### config.mk
export PLATFORM = sky130hd
export DESIGN_NAME = nibble_serial_adder
export DESIGN_NICKNAME = d
export VERILOG_FILES = /design/src/rtl/nibble_serial_adder.sv
export SDC_FILE = /design/constraint.sdc
export NUM_CORES = 1
export LEC_CHECK = 0
export CAP_MARGIN = 0
export CORE_MARGIN = 1.5
export CORE_UTILIZATION = 47
export DETAILED_ROUTE_END_ITERATION = 8
export PLACE_DENSITY_LB_ADDON = 0.1
export SLEW_MARGIN = 20
export SYNTH_ARGS = -nofsm -noshare
export SYNTH_HDL_FRONTEND = slang
export SYNTH_HIERARCHICAL = 1
export SYNTH_SLANG_ARGS = --single-unit
### constraint.sdc
create_clock -name clk -period 6.1 [get_ports clk]
set_input_delay 1.83 -clock clk [delete_from_list [all_inputs] [get_ports clk]]
set_output_delay 1.83 -clock clk [all_outputs]
set_load 0.02 [all_outputs]
### src/rtl/nibble_serial_adder.sv
// nibble_serial_adder: WIDTH-bit adder that adds one 4-bit nibble per clock,
// starting at the LSB. A single 4-bit ripple-carry adder is reused on every
// step. A registered carry links each nibble to the next one.
// Handshakes use valid/ready on both sides. out_valid, in_ready and busy come
// straight from registers, so no input reaches an output combinationally.

// 4-bit ripple-carry adder: the one adder stage that the sequencer reuses
module nibble_serial_adder_rca (
    input  logic [3:0] a,
    input  logic [3:0] b,
    input  logic       cin,
    output logic [3:0] sum,
    output logic       cout
);

    logic [4:0] carry_s;

    // Ripple the carry through four full-adder bit slices
    always_comb begin
        carry_s    = 5'b00000;
        sum        = 4'b0000;
        carry_s[0] = cin;
        for (int i = 0; i < 4; i++) begin
            sum[i]       = a[i] ^ b[i] ^ carry_s[i];
            carry_s[i+1] = (a[i] & b[i]) | (carry_s[i] & (a[i] ^ b[i]));
        end
        cout = carry_s[4];
    end

endmodule

module nibble_serial_adder #(
    parameter int WIDTH = 8
) (
    input  logic             clk,
    input  logic             rst,
    input  logic             in_valid,
    output logic             in_ready,
    input  logic [WIDTH-1:0] a,
    input  logic [WIDTH-1:0] b,
    input  logic             cin,
    output logic             out_valid,
    input  logic             out_ready,
    output logic [WIDTH-1:0] sum,
    output logic             cout,
    output logic             ovf,
    output logic             busy
);

    localparam int NIBBLES = WIDTH / 4;
    localparam int IDXW    = (NIBBLES > 1) ? $clog2(NIBBLES) : 1;
    localparam logic [IDXW-1:0] LAST_IDX = IDXW'(NIBBLES - 1);
    localparam logic [IDXW-1:0] IDX_ONE  = IDXW'(1);
    localparam logic [IDXW-1:0] IDX_ZERO = IDXW'(0);

    typedef enum logic [1:0] {
        IDLE = 2'd0,
        CALC = 2'd1,
        DONE = 2'd2
    } state_t;

    state_t           state_r;
    logic [WIDTH-1:0] a_r;
    logic [WIDTH-1:0] b_r;
    logic             carry_r;
    logic [IDXW-1:0]  idx_r;
    logic [WIDTH-1:0] sum_r;
    logic             cout_r;
    logic             ovf_r;
    logic             in_ready_r;
    logic             out_valid_r;
    logic             busy_r;

    logic [3:0]       rca_a_s;
    logic [3:0]       rca_b_s;
    logic [3:0]       rca_sum_s;
    logic             rca_cout_s;

    // Select the nibble that the current step works on from the latched operands
    always_comb begin
        rca_a_s = a_r[{idx_r, 2'b00} +: 4];
        rca_b_s = b_r[{idx_r, 2'b00} +: 4];
    end

    nibble_serial_adder_rca u_rca (
        .a    (rca_a_s),
        .b    (rca_b_s),
        .cin  (carry_r),
        .sum  (rca_sum_s),
        .cout (rca_cout_s)
    );

    // Sequencer: accept operands, step through the nibbles, hold the result until it is taken
    always_ff @(posedge clk or posedge rst) begin
        if (rst) begin
            state_r     <= IDLE;
            a_r         <= {WIDTH{1'b0}};
            b_r         <= {WIDTH{1'b0}};
            carry_r     <= 1'b0;
            idx_r       <= IDX_ZERO;
            sum_r       <= {WIDTH{1'b0}};
            cout_r      <= 1'b0;
            ovf_r       <= 1'b0;
            in_ready_r  <= 1'b1;
            out_valid_r <= 1'b0;
            busy_r      <= 1'b0;
        end else begin
            case (state_r)
                IDLE: begin
                    if (in_valid && in_ready_r) begin
                        a_r        <= a;
                        b_r        <= b;
                        carry_r    <= cin;
                        idx_r      <= IDX_ZERO;
                        in_ready_r <= 1'b0;
                        busy_r     <= 1'b1;
                        state_r    <= CALC;
                    end else begin
                        state_r    <= IDLE;
                    end
                end
                CALC: begin
                    sum_r[{idx_r, 2'b00} +: 4] <= rca_sum_s;
                    carry_r                    <= rca_cout_s;
                    idx_r                      <= idx_r + IDX_ONE;
                    if (idx_r == LAST_IDX) begin
                        cout_r      <= rca_cout_s;
                        // The top nibble's sum bit 3 is the new result MSB
                        ovf_r       <= (a_r[WIDTH-1] == b_r[WIDTH-1]) &
                                       (rca_sum_s[3] != a_r[WIDTH-1]);
                        out_valid_r <= 1'b1;
                        state_r     <= DONE;
                    end else begin
                        state_r     <= CALC;
                    end
                end
                DONE: begin
                    if (out_ready) begin
                        out_valid_r <= 1'b0;
                        busy_r      <= 1'b0;
                        in_ready_r  <= 1'b1;
                        state_r     <= IDLE;
                    end else begin
                        state_r     <= DONE;
                    end
                end
                default: begin
                    state_r     <= IDLE;
                    in_ready_r  <= 1'b1;
                    out_valid_r <= 1'b0;
                    busy_r      <= 1'b0;
                end
            endcase
        end
    end

    assign in_ready  = in_ready_r;
    assign out_valid = out_valid_r;
    assign busy      = busy_r;
    assign sum       = sum_r;
    assign cout      = cout_r;
    assign ovf       = ovf_r;

endmodule

== Word level (Yosys, flattened, before mapping) ==
Cells that the tools add are included.

* Register bits: 33
* Input port bits: 21
* Output and inout port bits: 13
* Logic and storage cells: 71

* Add/sub/neg operators: 2
* Equal/unequal tests: 7
* Shift operators: 4
* Multiplexer cells: 16
* Bitwise operators: 23
* Reductions and logical operators: 8

{| class="wikitable"
|+ Operator list
! cell !! number
|-
| 8-bit by 4-bit indexed part select with 4-bit output || 2
|-
| 1-bit AND || 9
|-
| 1-bit one-hot mux with 3 select lines || 3
|-
| 8-bit bitwise mux || 1
|-
| 4-bit by 5-bit variable shift with 8-bit output (first input constant) || 1
|-
| 4-bit by 5-bit indexed part select with 8-bit output || 1
|-
| 1-bit XOR || 8
|-
| 1-bit 2-to-1 mux || 7
|-
| 2-bit != test (second input constant) || 3
|-
| 2-bit one-hot mux with 3 select lines || 1
|-
| 2-bit AND reduction || 3
|-
| 3-bit AND reduction || 2
|-
| 3-bit negation with 5-bit output || 1
|-
| 2-bit 2-to-1 mux || 2
|-
| 1-bit OR || 4
|-
| 1-bit one-hot mux with 2 select lines || 2
|-
| 2-bit by 1-bit == test with 1-bit output (second input constant) || 1
|-
| 2-bit == test (second input constant) || 1
|-
| 2-bit logical NOT || 1
|-
| 1-bit inverter || 2
|-
| 2-bit nonzero test || 1
|-
| 1-bit adder (second input constant) || 1
|-
| 1-bit == test || 1
|-
| 1-bit logical AND || 1
|-
| 1-bit != test || 1
|}

== Depth between registers and ports, before layout ==
Gate-level depths: netlist of the first run.

* Depth in word-level cells: 11
* Mapped depth: 13
* Gate-level depth less buffers: 12

== Cells and area by module ==
The synthesis of the first run kept the hierarchy.

{| class="wikitable"
|+ Modules (own cells, without submodules)
! module !! times used !! cells an instance !! area each (µm²) !! sequential area each (µm²)
|-
| nibble_serial_adder || 1 || 95 || 1430.1 || 827.0
|-
| nibble_serial_adder_rca || 1 || 14 || 117.6 || 0.0
|}

== Least setup slack after synthesis of the first run ==
Ideal clock, no wire load.

* Kind: register to register
* Start point: register idx_r
* End point: register ovf_r, in the netlist ovf
* Library setup time: 131 ps
* Arrival time: 2785 ps
* Required time: 5969 ps
* Path slack: 3184 ps
* Stages on the path, launching flop included: 14
* Buffers on the path: 1
* Clock period less this slack: 2916 ps
* Cells stage by stage: dfrtp_1 buf_4 mux2_2 fa_1 inv_1 fa_1 inv_1 fa_1 inv_1 fa_1 inv_1 and3b_1 a21oi_1 o21ai_0

* Word-level cells in the longest chain between the ends: 11
* Elaborated cells between the ends (all ways): 19
* Classes of those cells: eq/ne: 1; shift: 2; bitwise: 15; reduce/logical: 1

{| class="wikitable"
|+ RTL lines
! item !! line !! text
|-
| from (decl) || 66 || <nowiki>logic [IDXW-1:0] idx_r;</nowiki>
|-
| from (signal assigned) || 125 || <nowiki>idx_r <= idx_r + IDX_ONE;</nowiki>
|-
| 8-bit by 4-bit indexed part select with 4-bit output * || 81 || <nowiki>rca_a_s = a_r[{idx_r, 2'b00} +: 4];</nowiki>
|-
| via rca_a_s[0] || 74 || <nowiki>logic [3:0] rca_a_s;</nowiki>
|-
| 1-bit XOR || 25 || <nowiki>carry_s[i+1] = (a[i] & b[i]) | (carry_s[i] & (a[i] ^ b[i]));</nowiki>
|-
| 1-bit AND || 25 ||
|-
| 1-bit OR * || 25 ||
|-
| 1-bit AND * || 25 ||
|-
| 1-bit OR * || 25 ||
|-
| 1-bit AND * || 25 ||
|-
| 1-bit OR * || 25 ||
|-
| 1-bit XOR * || 24 || <nowiki>sum[i] = a[i] ^ b[i] ^ carry_s[i];</nowiki>
|-
| via rca_sum_s[3] || 76 || <nowiki>logic [3:0] rca_sum_s;</nowiki>
|-
| 1-bit != test * || 130 || <nowiki>(rca_sum_s[3] != a_r[WIDTH-1]);</nowiki>
|-
| 1-bit AND * || 129 || <nowiki>ovf_r <= (a_r[WIDTH-1] == b_r[WIDTH-1]) &</nowiki>
|-
| to (signal assigned) || 129 ||
|-
| to (decl) || 69 || <nowiki>logic ovf_r;</nowiki>
|}

The timed path passes the listed nets; every way through them passes the cells marked *.
A chain may end at the register's enable or synchronous reset.

== Final worst setup path of the first run ==
* Start point: input in_valid
* End point: register a_r[0]

* Word-level cells in the longest chain between the ends: 2

{| class="wikitable"
|+ RTL lines
! item !! line !! text
|-
| from (decl) || 37 || <nowiki>input logic in_valid,</nowiki>
|-
| 1-bit logical AND || 110 || <nowiki>if (in_valid && in_ready_r) begin</nowiki>
|-
| 2-bit AND reduction (no line) || n/a ||
|-
| to (signal assigned) || 97 || <nowiki>a_r <= {WIDTH{1'b0}};</nowiki>
|-
| to (decl) || 63 || <nowiki>logic [WIDTH-1:0] a_r;</nowiki>
|}

No other way between the ends.

==> results of run 1 <==
-- power by group --
group	total (mW)	internal, mW	switching [mW]
sequential	0.377	0.314	0.0628
clock	0.168	0.0979	0.0696
combinational	0.443	0.243	0.200
-- sequential cells by signal, summed over array words and instances, names as in the netlist --
signal     cells
ovf            1
a_r            8
out_valid      1
carry_r        1
in_ready       1
sum            8
b_r            8
busy           1
idx_r          1
cout           1
state_r        2
-- per-stage QoR --
| step | power (mW) | std cells |
|---|---|---|
| after floorplan | 0.672 | 109 |
| after global placement | 0.810 | 183 |
| after detailed placement | 0.829 | 183 |
| after CTS | 0.998 | 191 |
| after global routing | 1.07 | 192 |
| final | 0.988 | 192 |
-- layer usage --
layer | vias up | track usage (%)
li1 | 442 | -
met1 | 448 | 19.1
met2 | 27 | 25.0
met3 | 7 | 4.48
met4 | 0 | 8.57
met5 | - | 0
-- Yosys cell counts --
library cell / n
dfstp_2: 1
nor2_1: 4
o21ai_0: 2
buf_6: 3
a21o_1: 3
mux2_4: 4
buf_4: 1
fa_1: 4
a21oi_1: 1
and3b_1: 1
nand2_1: 5
or2_2: 1
a22oi_1: 1
nand3b_2: 1
mux2_2: 29
nor2b_4: 2
a22o_2: 1
inv_1: 12
dfrtp_1: 32
nor4bb_4: 1
-- worst min-delay path, cell delays in order (launching register included) --
cell	delay, ps
dfrtp_1	360
nand2_1	50
nand2_1	50
-- final timing paths --
check                                      start               endpoint  slack, ps  cells after the start
setup / recovery                        in_valid     a_r[0]$_DFFE_PP0P_       2790                      4
hold / removal             out_valid$_DFFE_PP0P_  out_valid$_DFFE_PP0P_        490                      2
setup reg to reg               idx_r$_DFFE_PP0P_        ovf$_DFFE_PP0P_       2820                     12
hold reg to reg            out_valid$_DFFE_PP0P_  out_valid$_DFFE_PP0P_        490                      2
max in group asynchronous                    rst   in_ready$_DFFE_PP1P_       3910                      3
min in group asynchronous                    rst     a_r[1]$_DFFE_PP0P_       1870                      3
-- area by class of cell --
type | instances | area share, %
clock inverter | 1 | 1.50
tap | 44 | 2.76
multi-input combinational | 60 | 31.8
sequential | 33 | 41.4
timing repair buffer | 35 | 17.5
inverter | 12 | 2.26
clock buffer | 7 | 2.76
-- cells by family after synthesis --
logic type               Yosys count  share of synthesized area [%]
AO/OA/AOI/OAI                      8                           3.56
adder cells (fa/ha/maj)            4                           5.17
buffers and inverters             16                           5.58
flip-flops                        33                           53.4
multiplexers                      33                           25.0
AND/OR/NAND/NOR                   15                           7.28
==> results.sh, run 1 <==
export IMPL_ys_types=20
export IMPL_finalInstanceArea_sq_um=2000
export IMPL_holdCritPathClass="flop to flop"
export IMPL_syn_inst=109
export IMPL_p_per_area_nw_per_um2=495
export IMPL_syn_to_final_growth_pct=28.9
export IMPL_grt_usage_pct=15.6
export IMPL_seq_area_sq_um=827
export IMPL_p_leak_nw=0.913
export IMPL_drtPass1Iterations=3
export IMPL_syn_avg_cell_area_sq_um=14.2
export IMPL_rows=20
export IMPL_met1Wirelength_um=1040
export IMPL_grt_setup_unrepaired="false"
export IMPL_cp_max_fo=12
export IMPL_ios=34
export IMPL_ant_nets=0
export IMPL_grt_remaining_overflow=0
export IMPL_cts_buffers=5
export IMPL_die_height_um=60.4
export IMPL_final_util_pct=64.3
export IMPL_fp_dieW_um=60.4
export IMPL_via_count=924
export IMPL_finalSetupViolations=0
export IMPL_worst_pin_slew_ps=618
export IMPL_slew_headroom_pct=58.7
export IMPL_multiInputGateArea_sq_um=634
export IMPL_hpwl_um=1720
export IMPL_wl_met2_um=1150
export IMPL_fmax_ghz=0.302
export IMPL_die_area_sq_um=3650
export IMPL_viasPerCell=4.81
export IMPL_port_buffers=33
export IMPL_fillCellCount=285
export IMPL_final_hold_viol_count=0
export IMPL_routed_wl_met3_um=122
export IMPL_drt_initial_drc_count=23
export IMPL_endpoint_kind="flop"
export IMPL_first_global_vias=908
export IMPL_tns_ps=0
export IMPL_nets=172
export IMPL_ys_ff_latch=33
export IMPL_syn_nets=134
export IMPL_synth_area_top_cells="dfrtp_1 (52%), mux2_2 (21%), fa_1 (5.2%)"
export IMPL_min_period_over_period_pct=54.2
export IMPL_clock_sinks=33
export IMPL_cts_hold_repair_buffers=0
export IMPL_cts_resized=0
export IMPL_cts_tree="built"
export IMPL_max_stage_delay_ps=610
export IMPL_place_area_sq_um=1900
export IMPL_status="finished clean"
export IMPL_clk_latency_ps=320
export IMPL_final_common_cell="clkdlybuf4s50_1"
export IMPL_path_delay_family="buffers and inverters"
export IMPL_synth_seq_area_share_pct=53.4
export IMPL_synth_top_cell_area_share_pct=51.7
export IMPL_grt_antenna_before_repair=0
export IMPL_layout_cells_most_common_list="clkdlybuf4s50_1 (33), dfrtp_1 (32), mux2_2 (29)"
export IMPL_clk_path_buf_depth=2
export IMPL_grt_pass1_wl_um=4050
export IMPL_htree_levels=2
export IMPL_critPathSlowestCell="nor4bb_4"
export IMPL_dp_slack_ps=2190
export IMPL_wire_per_inst_um=12.3
export IMPL_crit_required_ps=6300
export IMPL_worstPathArrival_ps=3510
export IMPL_drt_total_wl_um=2360
export IMPL_syn_cell_area_sq_um=1550
export IMPL_core_sq_um=3100
export IMPL_cts_setup_buffers=0
export IMPL_worstPathCellList="clkdlybuf4s50_1, nor4bb_4, buf_6, mux2_2"
export IMPL_cts_clk_slew_worst_paths_ps=100
export IMPL_synth_largest_area_cell="dfrtp_1"
export IMPL_critical_path_buf_inv_count=2
export IMPL_drv_slew=0
export IMPL_final_min_clock_period_ps=3310
export IMPL_diodes=0
export IMPL_worst_slack_ps=2790
export IMPL_gp_congestion=0.671
export IMPL_root_buffer="clkbuf_4"
export IMPL_ir_worst_vdd_uv=193
export IMPL_finalHoldWorstSlack_ps=487
export IMPL_drcViolationCount=0
export IMPL_ys_warn_count=6
export IMPL_critical_path_class="primary input to flop"
export IMPL_grt_max_degree=34
export IMPL_drive_above_1_share_pct=33.1
export IMPL_maxCapViolCount=0
export IMPL_fin_skew_ps=13.6
export IMPL_start_util_pct=49.9
export IMPL_critPathLaunchType="primary input"
export IMPL_highest_layer="met4"
Power figures use the tool's default switching activity.
==> run 2, diff against run 1 <==
==> constraint.sdc (replaced) <==
create_clock -name clk -period 3.1 [get_ports clk]
set_input_delay 0.93 -clock clk [delete_from_list [all_inputs] [get_ports clk]]
set_output_delay 0.93 -clock clk [all_outputs]
set_load 0.02 [all_outputs]
==> results.sh, run 2 (same netlist as run 1, synthesis figures left out) <==
export IMPL_finalSetupViolations=0
export IMPL_drt_initial_drc_count=15
export IMPL_wire_per_inst_um=13.1
export IMPL_cp_max_fo=4
export IMPL_ir_worst_vdd_uv=412
export IMPL_drcViolationCount=0
export IMPL_final_common_cell="clkdlybuf4s50_1"
export IMPL_cts_tree="built"
export IMPL_worst_slack_ps=209
export IMPL_rows=20
export IMPL_syn_to_final_growth_pct=29.7
export IMPL_rr_worst_depth=12
export IMPL_grt_pass1_wl_um=4330
export IMPL_slew_headroom_pct=72.7
export IMPL_nets=174
export IMPL_start_util_pct=49.9
export IMPL_p_per_area_nw_per_um2=978
export IMPL_cts_buffers=5
export IMPL_min_from="ovf$_DFFE_PP0P_"
export IMPL_fmax_ghz=0.346
export IMPL_endpoint_kind="flop"
export IMPL_maxCapViolCount=0
export IMPL_crit_top_cell="fa_1"
export IMPL_tns_ps=0
export IMPL_place_area_sq_um=1920
export IMPL_min_to="ovf$_DFFE_PP0P_"
export IMPL_r2r_start="idx_r$_DFFE_PP0P_"
export IMPL_dp_slack_ps=204
export IMPL_drive_above_1_share_pct=34.7
export IMPL_drt_total_wl_um=2540
export IMPL_critPathSlowestCell="dfrtp_1"
export IMPL_max_stage_delay_ps=410
export IMPL_drtPass1Iterations=4
export IMPL_fp_dieW_um=60.4
export IMPL_holdCritPathClass="flop to flop"
export IMPL_grt_max_degree=34
export IMPL_core_sq_um=3100
export IMPL_ant_nets=0
export IMPL_min_period_over_period_pct=93.3
export IMPL_reg2reg_to="ovf$_DFFE_PP0P_"
export IMPL_ios=34
export IMPL_final_hold_viol_count=0
export IMPL_first_global_vias=996
export IMPL_clk_path_buf_depth=2
export IMPL_finalHoldWorstSlack_ps=481
export IMPL_worst_pin_slew_ps=410
export IMPL_fin_skew_ps=9.07
export IMPL_gp_congestion=0.662
export IMPL_hpwl_um=1960
export IMPL_grt_setup_unrepaired="false"
export IMPL_die_height_um=60.4
export IMPL_worstPathCellList="mux2_2, fa_1, inv_1, fa_1, inv_1, fa_1, inv_1, fa_1, inv_2, and3b_1, a21oi_1, o21ai_0"
export IMPL_finalInstanceArea_sq_um=2010
export IMPL_root_buffer="clkbuf_4"
export IMPL_clk_latency_ps=330
export IMPL_cts_clk_slew_worst_paths_ps=100
export IMPL_drv_slew=0
export IMPL_die_area_sq_um=3650
export IMPL_diodes=0
export IMPL_worstPathArrival_ps=3100
export IMPL_clock_sinks=33
export IMPL_layout_cells_most_common_list="clkdlybuf4s50_1 (33), dfrtp_1 (32), mux2_2 (29)"
export IMPL_final_min_clock_period_ps=2890
export IMPL_critPathLaunchType="flop"
export IMPL_grt_antenna_before_repair=0
export IMPL_critical_path_class="flop to flop"
export IMPL_cts_setup_buffers=0
export IMPL_htree_levels=2
export IMPL_p_leak_nw=0.921
export IMPL_grt_remaining_overflow=0
export IMPL_whs_path_depth=2
export IMPL_port_buffers=33
export IMPL_via_count=931
export IMPL_r2r_setup_slack_ps=210
export IMPL_grt_usage_pct=16.9
export IMPL_crit_required_ps=3310
export IMPL_status="finished clean"
export IMPL_viasPerCell=4.80
## run 2: how the worst max path moves through the flow
| stage | from | cells after the start | slack (ps) | to |
|---|---|---|---|---|
| after detailed placement | idx_r$_DFFE_PP0P_ | 12 | 200 | ovf$_DFFE_PP0P_ |
| after global placement | idx_r$_DFFE_PP0P_ | 12 | 260 | ovf$_DFFE_PP0P_ |
| after CTS | idx_r$_DFFE_PP0P_ | 12 | 170 | ovf$_DFFE_PP0P_ |
| after global routing | idx_r$_DFFE_PP0P_ | 12 | 30 | ovf$_DFFE_PP0P_ |
| final | idx_r$_DFFE_PP0P_ | 12 | 210 | ovf$_DFFE_PP0P_ |
| after floorplan | idx_r$_DFFE_PP0P_ | 13 | 180 | ovf$_DFFE_PP0P_ |
## run 2: timing repair
item	4_1_cts	5_1_grt
setup endpoints to repair	0	1
resized for setup	0	1
hold buffers	0	0
## run 2: final cells by class
type	instances	area (sq um)
Clock buffer	7	55.1
Clock inverter	1	30.0
Fill cell	267	1100
Inverter	12	45.0
Multi-Input combinational cell	60	634
Sequential cell	33	827
Tap cell	44	55.1
Timing Repair Buffer	37	360
## run 2: metal layers
| metal | up-vias | global-route usage, % | routed length (um) |
|---|---|---|---|
| met2 | 26 | 28.3 | 1280 |
| met3 | 5 | 3.84 | 133 |
| met1 | 457 | 20.2 | 1080 |
| met4 | 0 | 9.52 | 43 |
| li1 | 443 | - | - |
| met5 | - | 0 | 0 |
## run 2: per-stage QoR
step | std cells | util, % | power, mW
finish | 194 | 64.7 | 1.96
floorplan | 109 | - | 1.32
detailed placement | 186 | 61.9 | 1.65
CTS | 194 | 64.7 | 1.98
global placement | 186 | 61.9 | 1.61
global route | 194 | 64.7 | 2.13
## run 2: worst max-delay path: cells and delay by family (launching register included)
kind	cells	cell delay [ps]
adders and majority gates	4	1340
and+or+nand+nor	1	180
DFF	1	410
AOI/OAI and AO/OA	2	190
muxes	1	370
buffers and inverters	4	290
## run 2: power breakdown
group	total, mW	leakage [nW]	internal (mW)	switching [mW]
Combinational	0.906	0.465	0.497	0.409
Sequential	0.727	0.410	0.619	0.108
Clock	0.328	0.0455	0.193	0.136
Total	1.96	0.921	1.31	0.653
==> run 3, diff against run 2 <==
--- a/config.mk
+++ b/config.mk
@@ -6,8 +6,10 @@
 export NUM_CORES = 1
 export LEC_CHECK = 0
 export CAP_MARGIN = 0
+export CELL_PAD_IN_SITES_DETAIL_PLACEMENT = 0
+export CELL_PAD_IN_SITES_GLOBAL_PLACEMENT = 1
 export CORE_MARGIN = 1.5
-export CORE_UTILIZATION = 47
+export CORE_UTILIZATION = 40
 export DETAILED_ROUTE_END_ITERATION = 8
 export PLACE_DENSITY_LB_ADDON = 0.1
 export SLEW_MARGIN = 20
==> results.sh, run 3 (same netlist as run 1, synthesis figures left out) <==
export IMPL_drv_slew=0
export IMPL_wire_per_inst_um=12.2
export IMPL_finalSetupViolations=0
export IMPL_slew_headroom_pct=72.9
export IMPL_fillCellCount=339
export IMPL_die_height_um=65.2
export IMPL_rows=22
export IMPL_cts_buffers=5
export IMPL_ios=34
export IMPL_cts_setup_buffers=0
export IMPL_port_buffers=33
export IMPL_crit_required_ps=3260
export IMPL_total_power_mw=1.96
export IMPL_gp_congestion=0.707
export IMPL_tns_ps=0
export IMPL_cts_clk_slew_worst_paths_ps=70
export IMPL_fin_skew_ps=7.88
export IMPL_whs_path_depth=1
export IMPL_clk_latency_ps=290
export IMPL_min_to="busy$_DFFE_PP0P_"
export IMPL_drive_above_1_share_pct=34.0
export IMPL_fmax_ghz=0.345
export IMPL_cp_max_fo=4
export IMPL_htree_levels=2
export IMPL_first_global_vias=923
export IMPL_grt_usage_pct=13.4
export IMPL_drt_initial_drc_count=36
export IMPL_grt_setup_unrepaired="false"
export IMPL_status="finished clean"
export IMPL_cts_tree="built"
export IMPL_reg2reg_to="ovf$_DFFE_PP0P_"
export IMPL_final_common_cell="clkdlybuf4s50_1"
export IMPL_p_per_area_nw_per_um2=971
export IMPL_final_min_clock_period_ps=2900
export IMPL_die_area_sq_um=4250
export IMPL_diodes=0
export IMPL_rr_worst_depth=12
export IMPL_final_hold_viol_count=0
export IMPL_hpwl_um=1850
export IMPL_multiInputGateArea_sq_um=634
export IMPL_layout_cells_most_common_list="clkdlybuf4s50_1 (33), dfrtp_1 (32), mux2_2 (29)"
export IMPL_via_count=909
export IMPL_maxCapViolCount=0
export IMPL_seq_area_sq_um=827
export IMPL_drtPass1Iterations=4
export IMPL_finalInstanceArea_sq_um=2020
export IMPL_ant_nets=0
export IMPL_endpoint_kind="flop"
export IMPL_grt_pass1_wl_um=4150
export IMPL_clock_sinks=33
export IMPL_clk_path_buf_depth=2
export IMPL_ir_worst_vdd_uv=357
export IMPL_min_from="busy$_DFFE_PP0P_"
export IMPL_syn_to_final_growth_pct=30.3
export IMPL_min_period_over_period_pct=93.5
export IMPL_critPathLaunchType="flop"
export IMPL_fp_dieW_um=65.2
export IMPL_core_sq_um=3690
export IMPL_drt_total_wl_um=2420
export IMPL_grt_remaining_overflow=0
export IMPL_grt_max_degree=34
export IMPL_root_buffer="clkbuf_8"
export IMPL_worst_pin_slew_ps=407
export IMPL_drcViolationCount=0
export IMPL_place_area_sq_um=1930
export IMPL_r2r_start="idx_r$_DFFE_PP0P_"
export IMPL_p_leak_nw=0.921
export IMPL_start_util_pct=42.0
export IMPL_holdCritPathClass="flop to flop"
export IMPL_critical_path_class="flop to flop"
export IMPL_viasPerCell=4.59
export IMPL_grt_antenna_before_repair=0
export IMPL_worstPathArrival_ps=3060
export IMPL_nets=174
export IMPL_r2r_setup_slack_ps=200
run 3: changes by cell type in the layout (fill, tap and decap cells not counted), sizes merged:
cell	change
bufinv	-1
clkbuf	+1
run 3: final cells by class:
type                            instances  area share [%]
Clock buffer                            8            4.47
Inverter                               12            2.23
Multi-Input combinational cell         60            31.5
Sequential cell                        33            41.0
Tap cell                               48            2.98
Timing Repair Buffer                   37            17.9
run 3: how the worst max path moves through the flow:
stage          slack (ps)               from         endpoint
2_1_floorplan         180  idx_r$_DFFE_PP0P_  ovf$_DFFE_PP0P_
3_3_place_gp          240  idx_r$_DFFE_PP0P_  ovf$_DFFE_PP0P_
3_5_place_dp          180  idx_r$_DFFE_PP0P_  ovf$_DFFE_PP0P_
4_1_cts               150  idx_r$_DFFE_PP0P_  ovf$_DFFE_PP0P_
5_1_grt                20  idx_r$_DFFE_PP0P_  ovf$_DFFE_PP0P_
6_report              200  idx_r$_DFFE_PP0P_  ovf$_DFFE_PP0P_
run 3: power breakdown:
part	leakage [nW]	switching, mW	internal (mW)	total, mW
clock	0.0455	0.144	0.181	0.324
combinational	0.465	0.407	0.499	0.906
sequential	0.410	0.107	0.621	0.728
total	0.921	0.658	1.30	1.96
run 3: timing repair:
item / 4_1_cts / 5_1_grt
resized for setup: 0 / 1
hold buffers: 0 / 0
endpoints found under the setup margin: 0 / 1
run 3: stage by stage:
stage	worst slack, ps	utilization [%]	hold slack (ps)	instances
2_1_floorplan	184	-	470	109
3_3_place_gp	241	52.2	457	190
3_5_place_dp	179	52.2	472	190
4_1_cts	154	54.7	487	198
5_1_grt	19.5	54.7	504	198
6_report	203	54.7	480	198
run 3: layer usage:
metal | vias to the layer above | part of all wire (%) | track usage [%]
li1 | 441 | - | -
met1 | 434 | 44 | 16.1
met3 | 8 | 5.3 | 4.11
met5 | - | 0 | 0
met2 | 26 | 48 | 20.9
met4 | 0 | 2.9 | 8.59
run 3: worst max-delay path, stage by stage, from the launching register on:
cell and delay, ps:
dfrtp_1 410, mux2_2 370, fa_1 420, inv_1 80, fa_1 150, inv_1 40, fa_1 360, inv_1 80
fa_1 430, inv_2 90, and3b_1 170, a21oi_1 100, o21ai_0 80
